===== src/rtl/edge_cap_pkg.sv =====
// Shared types and default sizing for the PLL/clock-control edge capture block.
package edge_cap_pkg;

    typedef enum logic [1:0] {
        EDGE_OFF  = 2'b00,
        EDGE_RISE = 2'b01,
        EDGE_FALL = 2'b10,
        EDGE_BOTH = 2'b11
    } edge_mode_e;

    localparam int DEF_NUM_CH      = 4;
    localparam int DEF_SYNC_STAGES = 2;
    localparam int DEF_FILT_W      = 4;
    localparam int DEF_CNT_W       = 8;

endpackage


===== src/rtl/edge_cap_chan.sv =====
// One capture channel: synchroniser, glitch filter, edge qualify, sticky flag
// and saturating event counter.
module edge_cap_chan
    import edge_cap_pkg::*;
#(
    parameter int SYNC_STAGES = DEF_SYNC_STAGES,
    parameter int FILT_W      = DEF_FILT_W,
    parameter int CNT_W       = DEF_CNT_W
) (
    input  logic              clk_i,
    input  logic              rstn_i,
    input  logic              sig_i,
    input  logic [1:0]        mode_i,
    input  logic [FILT_W-1:0] filt_len_i,
    input  logic              suppress_i,
    input  logic              clr_i,
    input  logic              cnt_clr_i,
    output logic              pulse_o,
    output logic              sticky_o,
    output logic [CNT_W-1:0]  count_o
);

    logic s;

    generate
        if (SYNC_STAGES == 0) begin : g_nosync
            assign s = sig_i;
        end else begin : g_sync
            logic [SYNC_STAGES-1:0] sync_q;
            always_ff @(posedge clk_i) begin
                if (!rstn_i) begin
                    sync_q <= '0;
                end else begin
                    sync_q[0] <= sig_i;
                    for (int i = 1; i < SYNC_STAGES; i++) sync_q[i] <= sync_q[i-1];
                end
            end
            assign s = sync_q[SYNC_STAGES-1];
        end
    endgenerate

    edge_mode_e        mode;
    logic              f_q, f_d;
    logic [FILT_W-1:0] fcnt_q, fcnt_d;
    logic              commit, qual;
    logic              sticky_q, sticky_d;
    logic [CNT_W-1:0]  cnt_q, cnt_d;

    assign mode = edge_mode_e'(mode_i);

    always_comb begin
        f_d    = f_q;
        fcnt_d = fcnt_q;
        commit = 1'b0;
        // During startup the filter simply adopts the input so pre-reset levels never look like edges.
        if (suppress_i) begin
            f_d    = s;
            fcnt_d = '0;
        end else if (s != f_q) begin
            if (fcnt_q >= filt_len_i) begin
                commit = 1'b1;
                f_d    = s;
                fcnt_d = '0;
            end else if (fcnt_q != '1) begin
                fcnt_d = fcnt_q + 1'b1;
            end
        end else begin
            fcnt_d = '0;
        end

        qual = commit & ((s  & (mode == EDGE_RISE || mode == EDGE_BOTH)) |
                         (!s & (mode == EDGE_FALL || mode == EDGE_BOTH)));

        sticky_d = (sticky_q & ~clr_i) | qual;

        cnt_d = cnt_q;
        if (cnt_clr_i)                  cnt_d = qual ? CNT_W'(1) : '0;
        else if (qual && cnt_q != '1)   cnt_d = cnt_q + 1'b1;
    end

    always_ff @(posedge clk_i) begin
        if (!rstn_i) begin
            f_q      <= 1'b0;
            fcnt_q   <= '0;
            pulse_o  <= 1'b0;
            sticky_q <= 1'b0;
            cnt_q    <= '0;
        end else begin
            f_q      <= f_d;
            fcnt_q   <= fcnt_d;
            pulse_o  <= qual;
            sticky_q <= sticky_d;
            cnt_q    <= cnt_d;
        end
    end

    assign sticky_o = sticky_q;
    assign count_o  = cnt_q;

endmodule


===== src/rtl/edge_event_capture.sv =====
// Multi-channel edge event capture with startup suppression and a masked,
// registered interrupt.
module edge_event_capture
    import edge_cap_pkg::*;
#(
    parameter int NUM_CH      = DEF_NUM_CH,
    parameter int SYNC_STAGES = DEF_SYNC_STAGES,
    parameter int FILT_W      = DEF_FILT_W,
    parameter int CNT_W       = DEF_CNT_W
) (
    input  logic                    i_clk_ahb,
    input  logic                    i_rstn_ahb,
    input  logic [NUM_CH-1:0]       i_sig,
    input  logic [2*NUM_CH-1:0]     i_mode,
    input  logic [FILT_W-1:0]       i_filt_len,
    input  logic [NUM_CH-1:0]       i_irq_en,
    input  logic [NUM_CH-1:0]       i_clr,
    input  logic                    i_cnt_clr,
    output logic [NUM_CH-1:0]       o_pulse,
    output logic [NUM_CH-1:0]       o_sticky,
    output logic [NUM_CH*CNT_W-1:0] o_count,
    output logic                    o_irq
);

    // Suppression covers the synchroniser flush plus the first filter load.
    localparam int SUP_N = SYNC_STAGES + 1;
    localparam int SUP_W = $clog2(SUP_N + 1);

    logic [SUP_W-1:0] sup_q, sup_d;
    logic             suppress;
    logic             irq_q;

    assign suppress = (sup_q != SUP_W'(SUP_N));
    assign sup_d    = suppress ? sup_q + SUP_W'(1) : sup_q;

    always_ff @(posedge i_clk_ahb) begin
        if (!i_rstn_ahb) begin
            sup_q <= '0;
            irq_q <= 1'b0;
        end else begin
            sup_q <= sup_d;
            irq_q <= |(o_sticky & i_irq_en);
        end
    end

    assign o_irq = irq_q;

    generate
        for (genvar n = 0; n < NUM_CH; n++) begin : g_ch
            edge_cap_chan #(
                .SYNC_STAGES (SYNC_STAGES),
                .FILT_W      (FILT_W),
                .CNT_W       (CNT_W)
            ) u_chan (
                .clk_i      (i_clk_ahb),
                .rstn_i     (i_rstn_ahb),
                .sig_i      (i_sig[n]),
                .mode_i     (i_mode[2*n +: 2]),
                .filt_len_i (i_filt_len),
                .suppress_i (suppress),
                .clr_i      (i_clr[n]),
                .cnt_clr_i  (i_cnt_clr),
                .pulse_o    (o_pulse[n]),
                .sticky_o   (o_sticky[n]),
                .count_o    (o_count[CNT_W*n +: CNT_W])
            );
        end
    endgenerate

endmodule


===== config.mk =====
export PLATFORM = sky130hd
export DESIGN_NAME = edge_event_capture
export DESIGN_NICKNAME = d
export VERILOG_FILES = /design/src/rtl/edge_cap_pkg.sv /design/src/rtl/edge_cap_chan.sv /design/src/rtl/edge_event_capture.sv
export SDC_FILE = /design/constraint.sdc
export NUM_CORES = 1
export LEC_CHECK = 0
export ABC_AREA = 1
export CAP_MARGIN = 10
export CORE_UTILIZATION = 50
export CTS_BUF_LIST = sky130_fd_sc_hd__clkbuf_4 sky130_fd_sc_hd__clkbuf_8
export CTS_CLUSTER_SIZE = 40
export DETAILED_ROUTE_END_ITERATION = 10
export GPL_TIMING_DRIVEN = 0
export MAX_ROUTING_LAYER = met4
export PLACE_DENSITY = 0.78
export REMOVE_ABC_BUFFERS = 1
export SETUP_SLACK_MARGIN = 0.05
export SKIP_LAST_GASP = 1
export SYNTH_ARGS = -nofsm -noshare
export SYNTH_HDL_FRONTEND = slang
export SYNTH_HIERARCHICAL = 1
export SYNTH_SLANG_ARGS = --single-unit

===== constraint.sdc =====
create_clock -name i_clk_ahb -period 1.5 [get_ports i_clk_ahb]
set_input_delay 0.3 -clock i_clk_ahb [delete_from_list [all_inputs] [get_ports i_clk_ahb]]
set_output_delay 0.3 -clock i_clk_ahb [all_outputs]
set_load 0.02 [all_outputs]

==> results.md <==
* Status: finished with violations
* Failing checks: negative setup slack
* CTS sink count at 71
* Cell Area, Placed at 4812 um2
* Drc violations at 0
* Yosys reg bits at 71
* Worst hold margin at 414.8 ps
* Post-DP HPWL at 6519 um
* Worst Skew at 10.91 ps
* Clock network fraction of total power at 0.376
* Overall die height at 91.82 um
* Initial antenna violation count at 0
* Worst slew margin at 0.5429
* Async S/R FF share, synth at 0
* End-of-flow core utilization at 0.7534
* Iteration-0 DRC Markers at 147
* Global-route wire length before repair at 17,460 um
* Fraction of layout cells with a size suffix above 1 at 0.3393
* Most used cell, CP: nand2_1
* Crit path largest cell delay at 270 ps
* Pre-CTS setup slack at -915.3 ps
* Vias in the first global route at 3,800
* CP delay by family, top: simple AND/OR/NAND/NOR gates
* Max Cap Viol at 0
* Hold_buf cts at 0
* RR Endpoint: g_ch[1].u_chan/fcnt_q[2]
* Worst EP required at 1770 ps
* Drt pass-1 iters at 4
* Initial Util at 0.5193
* Reg clk slew, reported paths at 80 ps
* Worst skew pair latency at 360 ps
* Grt total ovfl at 0
* Via count at 4,125
* Drt wl/cell at 14.81 um
* Power share of the combinational group at 0.147
* Post-synth EDFFs at 0
* Pwr per Cell Area at 704.6 nW/um2
* Die ar. at 8431 um2
* ANT cells at 0
* R2R setup slack at -70 ps
* Yosys Warn Count at 6
* Yosys top cell by area: dfxtp_1
* Worst reg2reg path depth at 8
* Gpl congestion at 0.9145
* Hold Crit Depth at 2
* Hold Path Class: reg -> reg
* CTS root buf: clkbuf_8
* Synth top cells by count: nand2_1 (126), inv_1 (90), dfxtp_1 (71)
* Fin nets at 716
* CP max FO at 4
* Endpoint, Worst Hold: g_ch[0].u_chan/g_sync.sync_q[1]
* Core ar. at 7767 um2
* Vias per inst at 5.350
* Slew Limit Fails at 0
* P_sw at 1.171 mW
* CP arrival at 1850 ps
* Cell with the most instances after synthesis: nand2_1
* Final setup fails at 30
* Fin crit share at 1.049
* Maximum clock path buffer count at 2
* Net Sw Frac at 0.2839
* Largest net degree at the start of global routing at 33
* Mean Syn Cell Area at 7.268 um2
* Design area at 5852 um2
* CTS tree: done
* Drt total wl at 11,420 um
* Slew @ Worst Pin at 685.6 ps
* Total CTS buffers at 9
* Maximum clock rate at 0.6353 GHz
* Critical path launch point type: input pin
* Final Hold Vio Count at 0
* Post-synthesis cell area at 4034 um2
* Synth Instances at 555
* # fillers at 563
* Floorplan row count at 32
* All-Layer GR Usage at 0.2661
* Post-synthesis sequential area ratio at 0.3524
* Worst Setup End Kind: flip-flop
* Reg-to-Reg Start: g_ch[1].u_chan/fcnt_q[1]
* Buf+Inv Stages, Crit Path at 2
* Buffers on Ports at 67
* Cell Int Power at 2.953 mW
* Top cells by area in the synthesized netlist: dfxtp_1 (35%), nand2_1 (12%), inv_1 (8.4%)
* VDD IR max at 0.4881 mV
* Netlist cell types at 24
* Ports at 68
* Min Tclk post-route at 1574 ps
* CP Class: in -> reg
* Worst path slowest cell: clkdlybuf4s15_1
* H-tree Lvls at 3
* Final worst setup slack at -74.04 ps
* Hold path startpoint: g_ch[0].u_chan/g_sync.sync_q[0]
* Unrepaired setup endpoints after global routing: yes
* Seq pwr share at 0.477
* Total Power at 4.123 mW
* Routed Antenna Nets at 0
* Area grow syn2layout at 45.07%
* Top FF cell, synth: dfxtp_1
* P_leak at 2.448 nW
* Die Wd at 91.82 um
* Top cell type's share of synthesized area at 0.3524
* Worst-path cell chain: clkdlybuf4s15_1 -> inv_1 -> ha_4 -> nand2_1 -> nand2_1 -> nand2_2 -> nand3_4 -> nor2_4 -> nand3_2 -> a31oi_1
-- state kept, by name (all words and copies together), names as in the netlist --
register                   count
g_ch.u_chan/count_o           32
sup_q                          2
g_ch.u_chan/fcnt_q            16
g_ch.u_chan/pulse_o            4
g_ch.u_chan/g_sync.sync_q      8
o_irq                          1
g_ch.u_chan/sticky_o           4
g_ch.u_chan/f_q                4
-- power by group through the flow --
stage          registers, mW  logic (mW)  clock network (mW)
2_1_floorplan           2.01       0.233                   0
3_3_place_gp            2.01       0.387                   0
3_5_place_dp            2.01       0.404                   0
4_1_cts                 1.96       0.517                1.58
5_1_grt                 1.97       0.659                1.66
6_report                1.96       0.607                1.55
-- logic make-up after synthesis --
logic type | count (synthesis) | synth area share
compound gates | 85 | 0.1253
simple gates | 271 | 0.3365
fa+ha+maj | 25 | 0.07754
flops | 71 | 0.3524
xor+xnor | 9 | 0.01954
buf+inv | 94 | 0.08871
-- tightest hold or removal path, cell delays in order, from the launching register on --
cell and delay [ps]:
dfxtp_1 310, nand2_1 40, inv_1 40
-- worst max path at each step --
stage / start / to / slack [ps] / cells past startpoint
floorplan: sup_q[0] / g_ch[0].u_chan/count_o[6] / 50 / 6
global placement: i_cnt_clr / g_ch[0].u_chan/count_o[4] / -890 / 5
detailed placement: i_cnt_clr / g_ch[0].u_chan/count_o[4] / -920 / 5
CTS: g_ch[0].u_chan/fcnt_q[3] / g_ch[0].u_chan/count_o[6] / -4 / 7
global route: i_filt_len[1] / g_ch[1].u_chan/fcnt_q[3] / -170 / 10
finish: i_filt_len[1] / g_ch[1].u_chan/fcnt_q[2] / -70 / 10
-- area by class of cell --
class | count | area (um2) | share of cell area
Timing Repair Buffer | 98 | 835.8 | 0.1428
Tap cell | 102 | 127.6 | 0.02181
Sequential cell | 71 | 1480 | 0.2529
Clock inverter | 7 | 72.57 | 0.01240
Inverter | 90 | 341.6 | 0.05837
Multi-Input combinational cell | 394 | 2870 | 0.4905
Clock buffer | 9 | 123.9 | 0.02117
-- cell usage in the layout (no fill, tap or decap), types with 21 or more instances in the layout --
master / count
a21oi_1: 22
a21oi_2: 29
buf_4: 25
dfxtp_1: 44
dlygate4sd2_1: 25
inv_1: 79
nand2_1: 103
nand2_2: 21
nand3_1: 35
nor2_1: 41
-- per-stage QoR --
stage	instances	TNS [ps]
after floorplan	551	0
after global placement	720	-44490
after detailed placement	720	-46410
after CTS	766	-3.612
after global routing	771	-3388
final	771	-581.7
-- repair_timing --
item | CTS | global route
endpoints found under the setup margin | 101 | 74
resized for setup | 139 | 105
pin swaps | 28 | 39
setup buffers | 26 | 5
gates cloned | 4 | 0
-- routing by layer --
| metal | vias up | share of wire | GRT usage |
|---|---|---|---|
| met3 | 31 | 0.041 | 0.04726 |
| li1 | 2044 | - | - |
| met5 | - | 0 | - |
| met2 | 122 | 0.51 | 0.4480 |
| met1 | 1928 | 0.42 | 0.3165 |
| met4 | 0 | 0.027 | 0.1042 |
No activity file was read; power rests on OpenSTA's default activity.
